--- config.mk ---
export PLATFORM = sky130hd
export DESIGN_NAME = sample_frame_rx
export DESIGN_NICKNAME = d
export VERILOG_FILES = /design/src/rtl/sample_frame_rx.sv
export SDC_FILE = /design/constraint.sdc
export NUM_CORES = 1
export LEC_CHECK = 0
export ABC_AREA = 0
export BUFFER_PORTS_ARGS = -buffer_cell sky130_fd_sc_hd__buf_2
export CORE_ASPECT_RATIO = 1.5
export CORE_MARGIN = 1
export CORE_UTILIZATION = 60
export CTS_BUF_LIST = sky130_fd_sc_hd__clkbuf_4 sky130_fd_sc_hd__clkbuf_8 sky130_fd_sc_hd__clkbuf_16
export DETAILED_ROUTE_END_ITERATION = 8
export PLACE_DENSITY = 0.82
export SKIP_CTS_REPAIR_TIMING = 1
export SLEW_MARGIN = 20
export SYNTH_ARGS = -nofsm -noshare
export SYNTH_HDL_FRONTEND = slang
export SYNTH_SLANG_ARGS = --single-unit
--- constraint.sdc ---
create_clock -name clk -period 3.1 [get_ports clk]
set_clock_uncertainty 0.2 [all_clocks]
set_input_delay 0.31 -clock clk [delete_from_list [all_inputs] [get_ports clk]]
set_output_delay 0.31 -clock clk [all_outputs]
set_load 0.01 [all_outputs]
--- src/rtl/sample_frame_rx.sv ---
// Receive side of the sine-sample serial link.
// Recovers LSB-first frames (start 0, data bits, stop bits of 1, idle high)
// by oversampling rx, widens each sample to the 12-bit DAC word as
// {data, zeros}, and offers it downstream on a valid/ready handshake.
`timescale 1ns/1ps
module sample_frame_rx #(
    parameter int CLKS_PER_BIT = 16,
    parameter int DATA_BITS    = 8,
    parameter int STOP_BITS    = 3
) (
    input  logic        clk,
    input  logic        rst,
    input  logic        rx,
    output logic [11:0] sample,
    output logic        sample_valid,
    input  logic        sample_ready,
    output logic        frame_err,
    output logic        overrun,
    output logic        busy
);

    localparam int CNT_W   = (CLKS_PER_BIT > 2) ? $clog2(CLKS_PER_BIT) : 1;
    localparam int IDX_MAX = (DATA_BITS > STOP_BITS) ? DATA_BITS : STOP_BITS;
    localparam int IDX_W   = $clog2(IDX_MAX + 1);
    localparam int PAD     = 12 - DATA_BITS;

    localparam logic [CNT_W-1:0] CNT_LAST  = CNT_W'(CLKS_PER_BIT - 1);
    localparam logic [CNT_W-1:0] CNT_MID   = CNT_W'(CLKS_PER_BIT / 2 - 1);
    localparam logic [IDX_W-1:0] DATA_LAST = IDX_W'(DATA_BITS - 1);
    localparam logic [IDX_W-1:0] STOP_LAST = IDX_W'(STOP_BITS - 1);

    typedef enum logic [2:0] {
        S_IDLE,
        S_START,
        S_DATA,
        S_STOP,
        S_BREAK
    } state_t;

    state_t               state;
    logic                 rx_meta;
    logic                 rx_s;
    logic [CNT_W-1:0]     cnt;
    logic [IDX_W-1:0]     idx;
    logic [DATA_BITS-1:0] shreg;
    logic [11:0]          sample_new;

    // Received data left-justified into the DAC word, low bits zero.
    assign sample_new = 12'(shreg) << PAD;

    assign busy = (state != S_IDLE);

    // Two-flop synchronizer for the asynchronous line, preset to idle-high.
    always_ff @(posedge clk) begin
        if (rst) begin
            rx_meta <= 1'b1;
            rx_s    <= 1'b1;
        end else begin
            rx_meta <= rx;
            rx_s    <= rx_meta;
        end
    end

    // Frame FSM with bit timing, shift register and registered handshake outputs.
    always_ff @(posedge clk) begin
        if (rst) begin
            state        <= S_IDLE;
            cnt          <= '0;
            idx          <= '0;
            shreg        <= '0;
            sample       <= '0;
            sample_valid <= 1'b0;
            frame_err    <= 1'b0;
            overrun      <= 1'b0;
        end else begin
            frame_err <= 1'b0;
            overrun   <= 1'b0;
            if (sample_valid && sample_ready) begin
                sample_valid <= 1'b0;
            end
            case (state)
                S_IDLE: begin
                    cnt <= '0;
                    idx <= '0;
                    if (!rx_s) begin
                        state <= S_START;
                    end
                end
                S_START: begin
                    if (cnt == CNT_MID) begin
                        cnt   <= '0;
                        idx   <= '0;
                        state <= rx_s ? S_IDLE : S_DATA;
                    end else begin
                        cnt <= cnt + 1'b1;
                    end
                end
                S_DATA: begin
                    if (cnt == CNT_LAST) begin
                        cnt   <= '0;
                        shreg <= DATA_BITS'({rx_s, shreg} >> 1);
                        if (idx == DATA_LAST) begin
                            idx   <= '0;
                            state <= S_STOP;
                        end else begin
                            idx <= idx + 1'b1;
                        end
                    end else begin
                        cnt <= cnt + 1'b1;
                    end
                end
                S_STOP: begin
                    if (cnt == CNT_LAST) begin
                        cnt <= '0;
                        if (!rx_s) begin
                            frame_err <= 1'b1;
                            idx       <= '0;
                            state     <= S_BREAK;
                        end else if (idx == STOP_LAST) begin
                            idx   <= '0;
                            state <= S_IDLE;
                            if (!sample_valid || sample_ready) begin
                                sample       <= sample_new;
                                sample_valid <= 1'b1;
                            end else begin
                                overrun <= 1'b1;
                            end
                        end else begin
                            idx <= idx + 1'b1;
                        end
                    end else begin
                        cnt <= cnt + 1'b1;
                    end
                end
                S_BREAK: begin
                    if (!rx_s) begin
                        cnt <= '0;
                    end else if (cnt == CNT_LAST) begin
                        cnt   <= '0;
                        state <= S_IDLE;
                    end else begin
                        cnt <= cnt + 1'b1;
                    end
                end
                default: begin
                    state <= S_IDLE;
                end
            endcase
        end
    end

endmodule

# [After elaboration in Yosys (flattened, before gate mapping)]
# Index checks and enable logic that the tools add are counted.
# W data, S select, Z words.
[op_classes] bitwise=4 reduce_logical=14 n_addsub=2 eq_ne=16 muxes=30
[op_table] cell="$mux W4" count=9
[op_table] cell="$pmux W4 S4" count=2
[op_table] cell="$mux W3" count=9
[op_table] cell="$pmux W3 S5" count=1
[op_table] cell="$ne A2 B2 Y1 const B" count=7
[op_table] cell="$add A4 B1 Y4 const B" count=2
[op_table] cell="$eq A4 B3 Y1 const B" count=2
[op_table] cell="$mux W1" count=8
[op_table] cell="$reduce_and A8 Y1" count=1
[op_table] cell="$reduce_bool A4 Y1" count=2
[op_table] cell="$eq A3 B2 Y1 const B" count=2
[op_table] cell="$reduce_and A5 Y1" count=1
[op_table] cell="$reduce_or A5 Y1" count=1
[op_table] cell="$eq A4 B2 Y1 const B" count=1
[op_table] cell="$eq A4 B4 Y1 const B" count=1
[op_table] cell="$not A1 Y1" count=4
[op_table] cell="$reduce_and A4 Y1" count=1
[op_table] cell="$eq A3 B1 Y1 const B" count=1
[op_table] cell="$eq A3 B3 Y1 const B" count=1
[op_table] cell="$logic_not A3 Y1" count=1
[op_table] cell="$ne A3 B3 Y1 const B" count=1
[op_table] cell="$reduce_bool A3 Y1" count=1
[op_table] cell="$reduce_or A3 Y1" count=1
[op_table] cell="$mux W2" count=1
[op_table] cell="other kinds (5)" count=5
[totals] register_bits=32

# [Logic depth before layout (Yosys ltp)]
[depth] word_depth=7 ltp_mapped=7 ltp_nobuf=6

# [Worst setup path after synthesis]
# No wires, ideal clock.
[synth_path] path_type="reg2reg" startpoint="reg cnt[0]" endpoint="reg shreg[0]" path_stages_with_launch=6 setup_slack_ns=1.343 period_less_slack_ns=1.757 arrival_ns=1.430 cell_sequence="dfxtp_1 > ha_1 > nand3_4 > nor3_4 > mux2i_1 > nor2_1"
[synth_via] elab_chain_cells=2
[synth_lines] item="start, declared" line_no="43" rtl="logic [CNT_W-1:0] cnt;"
[synth_lines] item="start signal, assigned" line_no="95" rtl="cnt <= cnt + 1'b1;"
[synth_lines] item="start signal, assigned" line_no="109" rtl="cnt <= cnt + 1'b1;"
[synth_lines] item="start signal, assigned" line_no="132" rtl="cnt <= cnt + 1'b1;"
[synth_lines] item="$eq A4 B4 Y1" line_no="99" rtl="if (cnt == CNT_LAST) begin"
[synth_lines] item="$reduce_and A2 Y1 (no line)"
[synth_lines] item="end signal, assigned" line_no="101" rtl="shreg <= DATA_BITS'({rx_s, shreg} >> 1);"
[synth_lines] item="end, declared" line_no="45" rtl="logic [DATA_BITS-1:0] shreg;"
# Every way passes these cells.
# A chain may end at the register's enable or synchronous reset.

# [Final worst setup path]
[layout_path] startpoint="reg cnt[0]" endpoint="reg shreg[4]"
# Same word-level chain as after synthesis.

==> results.json <==
{
  "run_status": "finished, violations left",
  "violations_in_the_final_reports": "DRC",
  "path_class": "reg2reg",
  "worstHoldStart": "sample_ready",
  "cts_max_path_buffers": 2,
  "number_of_enable_flip_flop_cells_after_synthesis": 0,
  "power-per-cell-area_mw_per_mm2": 426,
  "holdCritPathClass": "in2reg",
  "fp.coreArea_mm2": 0.00245,
  "holdWs_ns": 0.0667,
  "grt_pass1_vias": 1176,
  "worst_r2r_startpoint": "cnt[0]",
  "drive_gt1_share_pct": 18.1,
  "post-route-cell-area_mm2": 0.00168,
  "hold_violations": 0,
  "cts_made_buffers": 5,
  "gr-total-overflow": 0,
  "netlist_instances": 167,
  "global_route.usage.total_pct": 23.6,
  "place.gp.congestion": 0.952,
  "drtPass1Iterations": 6,
  "grt_setup_unrepaired": "false",
  "cts.htree.levels": 2,
  "critPathLaunchType": "flip-flop",
  "synthesis.area_per_instance_um2": 9.34,
  "timing.final.crit_period_ns": 2.03,
  "mostFrequentLayoutCell": "sky130_fd_sc_hd__dfxtp_1",
  "synth.largest_area_cell": "sky130_fd_sc_hd__dfxtp_1",
  "drt_first_iter_violations": 39,
  "cts_tree": "done",
  "antenna-diode-count": 0,
  "max_slew_margin_pct": 59.7,
  "detailedPlacementHpwl_um": 2130,
  "synthDominantCellAreaShare_pct": 41.1,
  "final-max-slew-violation-count": 0,
  "detail_route.drc_violations": 3,
  "core.rowCount": 22,
  "power.static_leakage_nw": 0.611,
  "clk_transition_reported_paths_ns": 0.10,
  "setup_viol": 0,
  "postSynth.asyncResetShare_pct": 0,
  "worstMarginPinSlew_ns": 0.604,
  "io_buffer_count": 15,
  "root_buffer": "sky130_fd_sc_hd__clkbuf_4",
  "crit-reg2reg-capture": "shreg[4]",
  "syn_area_mm2": 0.00156,
  "clock_sink_count": 32,
  "cp_data_required_time_ns": 3.09,
  "rr_worst_depth": 5,
  "antenna_violating_nets_left": 0,
  "num-nets-final": 189,
  "vias_per_cell": 6.11,
  "drt-wirelength-per-cell_um": 14.7,
  "synthesis.yosys.warnings": 0,
  "timing.critical_path.arrival_ns": 2.02,
  "totalNegativeSetupSlack_ns": 0,
  "worst-path-max-fanout": 8,
  "die-height_um": 64.5,
  "worstSetupEndpointType": "flip-flop",
  "post_synth_num_cell_types": 42,
  "initial_core_util_pct": 63.7,
  "drv_cap": 0,
  "fraction_of_the_yosys_area_taken_by_sequential_cells_pct": 41.1,
  "pin_count_of_the_biggest_net_entering_global_routing": 41,
  "peakVddDrop_mv": 0.319,
  "floorplan.die_area_mm2": 0.00281,
  "synthFlopType": "sky130_fd_sc_hd__dfxtp_1",
  "max_clock_freq_ghz": 0.492,
  "fp.dieW_um": 43.6,
  "ys_ff_latch": 32,
  "route.final.wire_length_um": 3040,
  "grt_antenna_before_repair": 0,
  "worstHoldEndpoint": "overrun",
  "layout_common_cells": "32 x sky130_fd_sc_hd__dfxtp_1, 19 x sky130_fd_sc_hd__nand2b_1, 17 x sky130_fd_sc_hd__mux2i_1",
  "clkLatencyLatePin_ns": 0.33,
  "post_synth_main_area_contributors": "sky130_fd_sc_hd__dfxtp_1 41%, sky130_fd_sc_hd__mux2i_1 11%, sky130_fd_sc_hd__nand2b_1 7.6%",
  "grt_pass1_wl_um": 4960,
  "timing.hold.worst_path_depth": 3,
  "timing.final.crit_share_pct": 65.6,
  "post_dp_cell_area_mm2": 0.00160,
  "ioPinCount": 20,
  "count_of_filler_cells_inserted_in_the_layout": 207,
  "synthToLayoutAreaGrowth_pct": 7.62,
  "via_count": 1259,
  "rrSetupSlack_ns": 1.07
}
## power breakdown
part           switching [mW]  total, mW  internal (mW)
sequential            0.00550      0.419          0.414
combinational          0.0210     0.0366         0.0156
clock                   0.132      0.260          0.128
total                   0.158      0.716          0.558
## worst max path at each step
stage / from / end / cells after the start
3_5_place_dp: cnt[0] / shreg[1] / 5
2_1_floorplan: cnt[0] / shreg[0] / 5
5_1_grt: cnt[0] / shreg[4] / 5
4_1_cts: cnt[0] / shreg[4] / 5
3_3_place_gp: cnt[0] / shreg[2] / 5
6_report: cnt[0] / shreg[4] / 5
## cells by family (layout without fill, tap and decap cells)
logic type | Yosys count | count (layout) | synth area share [%]
AND/OR/NAND/NOR | 63 | 63 | 24.1
AO/OA/AOI/OAI | 33 | 33 | 14.4
adder cells (fa/ha/maj) | 3 | 3 | 2.41
flip-flops | 32 | 32 | 41.1
XOR/XNOR | 1 | 1 | 0.561
multiplexers | 17 | 17 | 10.9
other | 1 | 4 | 0.240
buffers and inverters | 17 | 29 | 6.33
## synth_stat cells, drive strengths merged (2+ instances only)
cell,instances
dfxtp,32
nand2b,20
mux2i,17
nor2,13
buf,8
a21oi,7
o21ai,7
a211oi,6
nand2,6
inv,5
or2,5
clkbuf,4
ha,3
nand3,3
nand3b,3
nor2b,3
a221oi,2
and3,2
nand4,2
nor3,2
o2bb2ai,2
## critical path, cell delays in order (launching register included)
cell and delay, ns:
sky130_fd_sc_hd__dfxtp_1 0.40, sky130_fd_sc_hd__ha_1 0.35, sky130_fd_sc_hd__nand3_4 0.16, sky130_fd_sc_hd__nor3_4 0.48, sky130_fd_sc_hd__mux2i_1 0.24, sky130_fd_sc_hd__nor2_1 0.06
## area by class of cell
cell class / instances / area, um^2 / share of cell area [%]
Timing Repair Buffer: 17 / 92.6 / 5.51
Sequential cell: 32 / 641 / 38.2
Tap cell: 24 / 30.0 / 1.79
Multi-Input combinational cell: 121 / 832 / 49.6
Inverter: 5 / 18.8 / 1.12
Clock buffer: 7 / 65.1 / 3.87
## stage by stage
stage / utilization, % / std cells / setup WS, ns / power (mW)
6_report: 68.5 / 206 / 1.07 / 0.716
5_1_grt: 68.5 / 206 / 0.957 / 0.749
4_1_cts: 68.1 / 205 / 1.09 / 0.722
3_5_place_dp: 65.5 / 198 / 1.12 / 0.464
3_3_place_gp: 65.5 / 198 / 1.19 / 0.462
2_1_floorplan: - / 170 / 1.34 / 0.460
## metal layers
layer / share of wire (%) / vias to the layer above / wire length (um) / global-route usage, %
li1: - / 615 / - / -
met1: 41 / 591 / 1240 / 25.7
met2: 52 / 47 / 1590 / 40.3
met3: 5.1 / 6 / 155 / 6.96
met4: 1.6 / 0 / 50 / 11.3
met5: 0 / - / 0 / 0
## sequential cells by signal, indices dropped and copies added (netlist names)
| name | count |
|---|---|
| cnt | 4 |
| frame_err | 1 |
| idx | 4 |
| overrun | 1 |
| rx_meta | 1 |
| rx_s | 1 |
| sample | 8 |
| sample_valid | 1 |
| shreg | 8 |
| state | 3 |
Note: power is estimated with default switching activity, not from simulation.
